===== src/rtl/axi_4_lite_mst_pkg.sv =====
// Shared widths, AXI response codes and master FSM encodings for the AXI4-Lite master.
package axi_4_lite_mst_pkg;

  localparam int C_AXI_ADDR_WIDTH   = 32;
  localparam int C_AXI_DATA_WIDTH   = 32;
  localparam int C_AXI_STROBE_WIDTH = C_AXI_DATA_WIDTH / 8;

  localparam logic [1:0] RESP_OKAY   = 2'b00;
  localparam logic [1:0] RESP_EXOKAY = 2'b01;
  localparam logic [1:0] RESP_SLVERR = 2'b10;
  localparam logic [1:0] RESP_DECERR = 2'b11;

  localparam logic [2:0] PROT_DEFAULT = 3'b000;

  typedef enum logic [2:0] {
    MST_IDLE    = 3'd0,
    MST_WR      = 3'd1,
    MST_WR_RESP = 3'd2,
    MST_RD_ADDR = 3'd3,
    MST_RD_DATA = 3'd4,
    MST_RESP    = 3'd5
  } mst_state_e;

endpackage


===== src/rtl/axi_4_lite_mst.sv =====
// Single-outstanding AXI4-Lite master: one valid/ready command in, one AXI transaction,
// one valid/ready response out. Every AXI and handshake output is a flop.
//
//   state       | meaning
//   ------------+-----------------------------------------------
//   MST_IDLE    | cmd_ready high, waiting for a command
//   MST_WR      | AW and W offered, each dropped after its own handshake
//   MST_WR_RESP | BREADY high, waiting for BVALID
//   MST_RD_ADDR | ARVALID high, waiting for ARREADY
//   MST_RD_DATA | RREADY high, waiting for RVALID
//   MST_RESP    | rsp_valid high, response held until rsp_ready
module axi_4_lite_mst
  import axi_4_lite_mst_pkg::*;
#(
  parameter int ADDR_WIDTH = C_AXI_ADDR_WIDTH,
  parameter int DATA_WIDTH = C_AXI_DATA_WIDTH,
  parameter int STRB_WIDTH = C_AXI_STROBE_WIDTH
) (
  input  logic                  M_AXI_ACLK,
  input  logic                  M_AXI_ARESETN,

  input  logic                  cmd_valid,
  output logic                  cmd_ready,
  input  logic                  cmd_write,
  input  logic [ADDR_WIDTH-1:0] cmd_addr,
  input  logic [DATA_WIDTH-1:0] cmd_wdata,
  input  logic [STRB_WIDTH-1:0] cmd_wstrb,

  output logic                  rsp_valid,
  input  logic                  rsp_ready,
  output logic                  rsp_write,
  output logic [DATA_WIDTH-1:0] rsp_rdata,
  output logic [1:0]            rsp_resp,

  output logic                  M_AXI_AWVALID,
  input  logic                  M_AXI_AWREADY,
  output logic [ADDR_WIDTH-1:0] M_AXI_AWADDR,
  output logic [2:0]            M_AXI_AWPROT,

  output logic                  M_AXI_WVALID,
  input  logic                  M_AXI_WREADY,
  output logic [DATA_WIDTH-1:0] M_AXI_WDATA,
  output logic [STRB_WIDTH-1:0] M_AXI_WSTRB,

  input  logic                  M_AXI_BVALID,
  output logic                  M_AXI_BREADY,
  input  logic [1:0]            M_AXI_BRESP,

  output logic                  M_AXI_ARVALID,
  input  logic                  M_AXI_ARREADY,
  output logic [ADDR_WIDTH-1:0] M_AXI_ARADDR,
  output logic [2:0]            M_AXI_ARPROT,

  input  logic                  M_AXI_RVALID,
  output logic                  M_AXI_RREADY,
  input  logic [DATA_WIDTH-1:0] M_AXI_RDATA,
  input  logic [1:0]            M_AXI_RRESP
);

  mst_state_e state_q, state_nxt;

  logic                  aw_done_q, aw_done_nxt;
  logic                  w_done_q, w_done_nxt;
  logic [ADDR_WIDTH-1:0] addr_q, addr_nxt;
  logic [DATA_WIDTH-1:0] wdata_q, wdata_nxt;
  logic [STRB_WIDTH-1:0] wstrb_q, wstrb_nxt;

  logic                  cmd_ready_q, cmd_ready_nxt;
  logic                  aw_valid_q, aw_valid_nxt;
  logic                  w_valid_q, w_valid_nxt;
  logic                  b_ready_q, b_ready_nxt;
  logic                  ar_valid_q, ar_valid_nxt;
  logic                  r_ready_q, r_ready_nxt;

  logic                  rsp_valid_q, rsp_valid_nxt;
  logic                  rsp_write_q, rsp_write_nxt;
  logic [DATA_WIDTH-1:0] rsp_rdata_q, rsp_rdata_nxt;
  logic [1:0]            rsp_resp_q, rsp_resp_nxt;

  logic                  aw_hs, w_hs;

  assign aw_hs = aw_valid_q & M_AXI_AWREADY;
  assign w_hs  = w_valid_q & M_AXI_WREADY;

  always_comb begin
    state_nxt     = state_q;
    aw_done_nxt   = aw_done_q;
    w_done_nxt    = w_done_q;
    addr_nxt      = addr_q;
    wdata_nxt     = wdata_q;
    wstrb_nxt     = wstrb_q;
    rsp_write_nxt = rsp_write_q;
    rsp_rdata_nxt = rsp_rdata_q;
    rsp_resp_nxt  = rsp_resp_q;

    case (state_q)
      MST_IDLE: begin
        if (cmd_valid && cmd_ready_q) begin
          addr_nxt    = cmd_addr;
          aw_done_nxt = 1'b0;
          w_done_nxt  = 1'b0;
          if (cmd_write) begin
            wdata_nxt = cmd_wdata;
            wstrb_nxt = cmd_wstrb;
            state_nxt = MST_WR;
          end else begin
            state_nxt = MST_RD_ADDR;
          end
        end
      end
      MST_WR: begin
        aw_done_nxt = aw_done_q | aw_hs;
        w_done_nxt  = w_done_q | w_hs;
        if (aw_done_nxt && w_done_nxt) begin
          state_nxt = MST_WR_RESP;
        end
      end
      MST_WR_RESP: begin
        if (b_ready_q && M_AXI_BVALID) begin
          rsp_resp_nxt  = M_AXI_BRESP;
          rsp_rdata_nxt = '0;
          rsp_write_nxt = 1'b1;
          state_nxt     = MST_RESP;
        end
      end
      MST_RD_ADDR: begin
        if (ar_valid_q && M_AXI_ARREADY) begin
          state_nxt = MST_RD_DATA;
        end
      end
      MST_RD_DATA: begin
        if (r_ready_q && M_AXI_RVALID) begin
          rsp_resp_nxt  = M_AXI_RRESP;
          rsp_rdata_nxt = M_AXI_RDATA;
          rsp_write_nxt = 1'b0;
          state_nxt     = MST_RESP;
        end
      end
      MST_RESP: begin
        if (rsp_ready) begin
          state_nxt = MST_IDLE;
        end
      end
      default: state_nxt = MST_IDLE;
    endcase

    // Handshake outputs are decoded from the next state so they are registered
    // and never depend combinationally on a READY input.
    cmd_ready_nxt = (state_nxt == MST_IDLE);
    aw_valid_nxt  = (state_nxt == MST_WR) && !aw_done_nxt;
    w_valid_nxt   = (state_nxt == MST_WR) && !w_done_nxt;
    b_ready_nxt   = (state_nxt == MST_WR_RESP);
    ar_valid_nxt  = (state_nxt == MST_RD_ADDR);
    r_ready_nxt   = (state_nxt == MST_RD_DATA);
    rsp_valid_nxt = (state_nxt == MST_RESP);
  end

  always_ff @(posedge M_AXI_ACLK) begin
    if (!M_AXI_ARESETN) begin
      state_q     <= MST_IDLE;
      aw_done_q   <= 1'b0;
      w_done_q    <= 1'b0;
      addr_q      <= '0;
      wdata_q     <= '0;
      wstrb_q     <= '0;
      cmd_ready_q <= 1'b0;
      aw_valid_q  <= 1'b0;
      w_valid_q   <= 1'b0;
      b_ready_q   <= 1'b0;
      ar_valid_q  <= 1'b0;
      r_ready_q   <= 1'b0;
      rsp_valid_q <= 1'b0;
      rsp_write_q <= 1'b0;
      rsp_rdata_q <= '0;
      rsp_resp_q  <= RESP_OKAY;
    end else begin
      state_q     <= state_nxt;
      aw_done_q   <= aw_done_nxt;
      w_done_q    <= w_done_nxt;
      addr_q      <= addr_nxt;
      wdata_q     <= wdata_nxt;
      wstrb_q     <= wstrb_nxt;
      cmd_ready_q <= cmd_ready_nxt;
      aw_valid_q  <= aw_valid_nxt;
      w_valid_q   <= w_valid_nxt;
      b_ready_q   <= b_ready_nxt;
      ar_valid_q  <= ar_valid_nxt;
      r_ready_q   <= r_ready_nxt;
      rsp_valid_q <= rsp_valid_nxt;
      rsp_write_q <= rsp_write_nxt;
      rsp_rdata_q <= rsp_rdata_nxt;
      rsp_resp_q  <= rsp_resp_nxt;
    end
  end

  assign cmd_ready     = cmd_ready_q;
  assign rsp_valid     = rsp_valid_q;
  assign rsp_write     = rsp_write_q;
  assign rsp_rdata     = rsp_rdata_q;
  assign rsp_resp      = rsp_resp_q;

  assign M_AXI_AWVALID = aw_valid_q;
  assign M_AXI_AWADDR  = addr_q;
  assign M_AXI_AWPROT  = PROT_DEFAULT;
  assign M_AXI_WVALID  = w_valid_q;
  assign M_AXI_WDATA   = wdata_q;
  assign M_AXI_WSTRB   = wstrb_q;
  assign M_AXI_BREADY  = b_ready_q;
  assign M_AXI_ARVALID = ar_valid_q;
  assign M_AXI_ARADDR  = addr_q;
  assign M_AXI_ARPROT  = PROT_DEFAULT;
  assign M_AXI_RREADY  = r_ready_q;

endmodule

===== config.mk =====
export PLATFORM = sky130hd
export DESIGN_NAME = axi_4_lite_mst
export DESIGN_NICKNAME = d
export VERILOG_FILES = /design/src/rtl/axi_4_lite_mst_pkg.sv /design/src/rtl/axi_4_lite_mst.sv
export SDC_FILE = /design/constraint.sdc
export NUM_CORES = 1
export LEC_CHECK = 0
export CORE_MARGIN = 10
export CORE_UTILIZATION = 35
export CTS_BUF_LIST = sky130_fd_sc_hd__clkbuf_8 sky130_fd_sc_hd__clkbuf_16
export DETAILED_ROUTE_END_ITERATION = 8
export PLACE_DENSITY_LB_ADDON = 0.1
export SETUP_SLACK_MARGIN = 0.2
export SYNTH_ARGS = -nofsm -noshare
export SYNTH_HDL_FRONTEND = slang
export SYNTH_SLANG_ARGS = --single-unit

===== constraint.sdc =====
create_clock -name M_AXI_ACLK -period 1.9 [get_ports M_AXI_ACLK]
set_clock_uncertainty 0.2 [all_clocks]
set_input_delay 0.475 -clock M_AXI_ACLK [delete_from_list [all_inputs] [get_ports M_AXI_ACLK]]
set_output_delay 0.475 -clock M_AXI_ACLK [all_outputs]
set_load 0.03 [all_outputs]

==> impl_metrics.json <==
{
  "synth_area_sq_um": 4580,
  "insertion_delay_ps": 410,
  "route.met3.wl_mm": 1.78,
  "synthCells": 516,
  "finalCriticalPeriod_ps": 1730,
  "fillerInstances": 1221,
  "layout.nets": 865,
  "cts_hold_buf": 0,
  "cts_tree": "done",
  "antenna_found_initial": 0,
  "io_pins": 262,
  "drv_cap": 0,
  "p_leak_uw": 0.00318,
  "dieArea_sq_um": 18100,
  "dp_slack_ps": -225,
  "worstPathRequired_ps": 2050,
  "worst_ep_arrival_time_ps": 1880,
  "ys_top_cells_by_area": "dfxtp_1 50%, nand2_1 12%, buf_4 6.6%, a21boi_0 6.2%, a22oi_1 5.2%",
  "rows": 41,
  "grt_pass1_vias": 4388,
  "via_per_inst": 4.66,
  "port_buffers": 255,
  "met2_length_mm": 8.17,
  "grt_pass1_wl_mm": 24.9,
  "yosys.area.top_type": "dfxtp_1",
  "slowest_stage": "or3b_4",
  "tns_ps": 0,
  "postLayoutSetupSlackWorst_ps": 170,
  "met1_length_mm": 6.50,
  "dp_hpwl_mm": 12.5,
  "die-width_um": 134,
  "synth_seq_cells": 115,
  "clock_sinks": 115,
  "finalHoldViolCount": 0,
  "overflow": 0,
  "coreArea_sq_um": 12700,
  "cp_max_fo": 4,
  "critical-path-top-delay-family": "simple AND/OR/NAND/NOR gates",
  "synth_top_area_share": 0.502,
  "drc": 0,
  "path_buf_inv": 0,
  "drt_first_iter_violations": 207,
  "stdcell_count": 936,
  "wire_per_inst_um": 17.9,
  "crit_chain": "or3b_4 > or3_4 > o221a_4 > nand2b_4 > nor2_1",
  "gp_congestion": 0.807,
  "ant_nets": 0,
  "yosys_warnings": 0,
  "fmax_ghz": 0.578,
  "ir_drop_uv": 492,
  "grt_max_degree": 56,
  "fin_crit_sh": 0.910,
  "wl_mm": 16.7,
  "clk_path_buf_depth": 2,
  "status": "finished, final reports clean",
  "antenna_cells": 0,
  "layout-drive-gt1-share": 0.298,
  "firstDrtPassIters": 4,
  "cp-start-kind": "flop",
  "placed_cells": 896,
  "path_class": "reg2reg",
  "initial_core_util": 0.360,
  "cts.root.buffer_cell": "clkbuf_16",
  "vias": 4358,
  "area_delta_synth_final_pct": 60.5,
  "power.density_nw_per_um2": 980,
  "hp-class": "in2reg",
  "maxUsedRoutingLayer": "met4",
  "setup_violations": 0,
  "rsz0062_at_grt": "yes",
  "cpPeakStageDelay_ps": 400,
  "htree_num_levels": 4,
  "synth_seq_area_share": 0.502,
  "syn_area_per_cell_sq_um": 8.88,
  "yosysUniqueCellTypes": 34,
  "cts_buffers": 17,
  "clk_pin_slew_ps": 50,
  "grt_usage": 0.176,
  "die_h_um": 134,
  "slew_violations": 0,
  "end_kind": "flop"
}
==> synthesized netlist by cell type (all sizes together) <==
library cell / count
nand2: 143
nor3b: 2
conb: 1
o22ai: 1
o211a: 2
nand2b: 4
and4b: 1
nand4b: 1
nor3: 3
nand4: 1
o21ai: 3
clkbuf: 17
o221a: 1
and4: 2
a22oi: 32
a211oi: 1
a21oi: 4
dfxtp: 115
inv: 2
nand3: 6
or3b: 1
a21boi: 68
nor2: 9
nor2b: 33
buf: 56
or3: 1
and2: 5
or2: 1
==> where the power goes <==
part	internal, uW	switching [uW]
registers	2510	66.4
logic	509	641
clock network	2390	1090
==> what timing repair did <==
action,CTS,global route
setup buffers,2,3
endpoints found under the setup margin,223,92
gates cloned,1,2
resized for setup,723,54
pin swaps,3,7
==> cells in the final DEF (no fill, tap or decap), drive strengths merged, types with 2 or more instances in the layout <==
cell,synthesis,layout
clkbuf,17,36
bufinv,0,4
o211a,2,2
a22oi,32,32
nand3,6,6
nand2b,4,4
nor3b,2,2
conb,1,6
nor3,3,3
nor2b,33,33
and2,5,5
dfxtp,115,115
inv,2,2
o21ai,3,3
a21oi,4,4
a21boi,68,68
clkinv,0,4
nor2,9,9
and4,2,2
nand2,143,143
buf,56,159
clkdlybuf4s50,0,112
==> logic make-up (layout without fill, tap and decap cells) <==
| kind of cell | count (synthesis) | count (layout) | share of synthesized area |
|---|---|---|---|
| other cells | 1 | 6 | 0.000818 |
| compound gates | 112 | 112 | 0.181 |
| buf+inv | 75 | 318 | 0.103 |
| simple gates | 213 | 213 | 0.213 |
| flops | 115 | 115 | 0.502 |
==> layout make-up <==
class / count / area, sq um / share of cell area
Sequential cell: 115 / 2320 / 0.315
Timing Repair Buffer: 284 / 2260 / 0.307
Multi-Input combinational cell: 331 / 1900 / 0.259
Clock buffer: 23 / 508 / 0.0691
Tap cell: 172 / 215 / 0.0293
Clock inverter: 9 / 148 / 0.0201
Inverter: 2 / 7.51 / 0.00102
==> worst paths after layout <==
path / start / depth (start not counted) / slack, ps / endpoint
min reg2reg: M_AXI_WDATA[27] / 2 / 250 / M_AXI_WDATA[27]
min: M_AXI_ARESETN / 3 / 220 / cmd_ready
max reg2reg: state_q[2] / 5 / 170 / M_AXI_ARVALID
max: state_q[2] / 5 / 170 / M_AXI_ARVALID
==> metrics by stage <==
stage	cell area (sq um)	utilization	hold WS [ps]	power (uW)
final	7350	0.578	219	7210
after global routing	7350	0.578	215	7470
after CTS	7150	0.562	189	7220
after detailed placement	7130	0.560	245	3830
after global placement	7130	0.560	240	3810
after floorplan	4610	-	321	3270
==> worst min-delay path, cell delays in order <==
cell     delay, ps
buf_2          170
nand3_2        100
nor2_1          40
==> registers in the layout, indices dropped and copies added, names as in the netlist, 2 cells and up <==
| register | cells |
|---|---|
| state_q | 3 |
| rsp_resp | 2 |
| M_AXI_WDATA | 32 |
| rsp_rdata | 32 |
| M_AXI_ARADDR | 32 |
| M_AXI_WSTRB | 4 |
==> layer usage <==
| layer | vias up | global-route usage |
|---|---|---|
| met3 | 19 | 0.0907 |
| li1 | 2131 | - |
| met5 | - | 0 |
| met4 | 0 | 0.0671 |
| met1 | 2012 | 0.182 |
| met2 | 196 | 0.298 |
(Power assumes the default switching activity.)
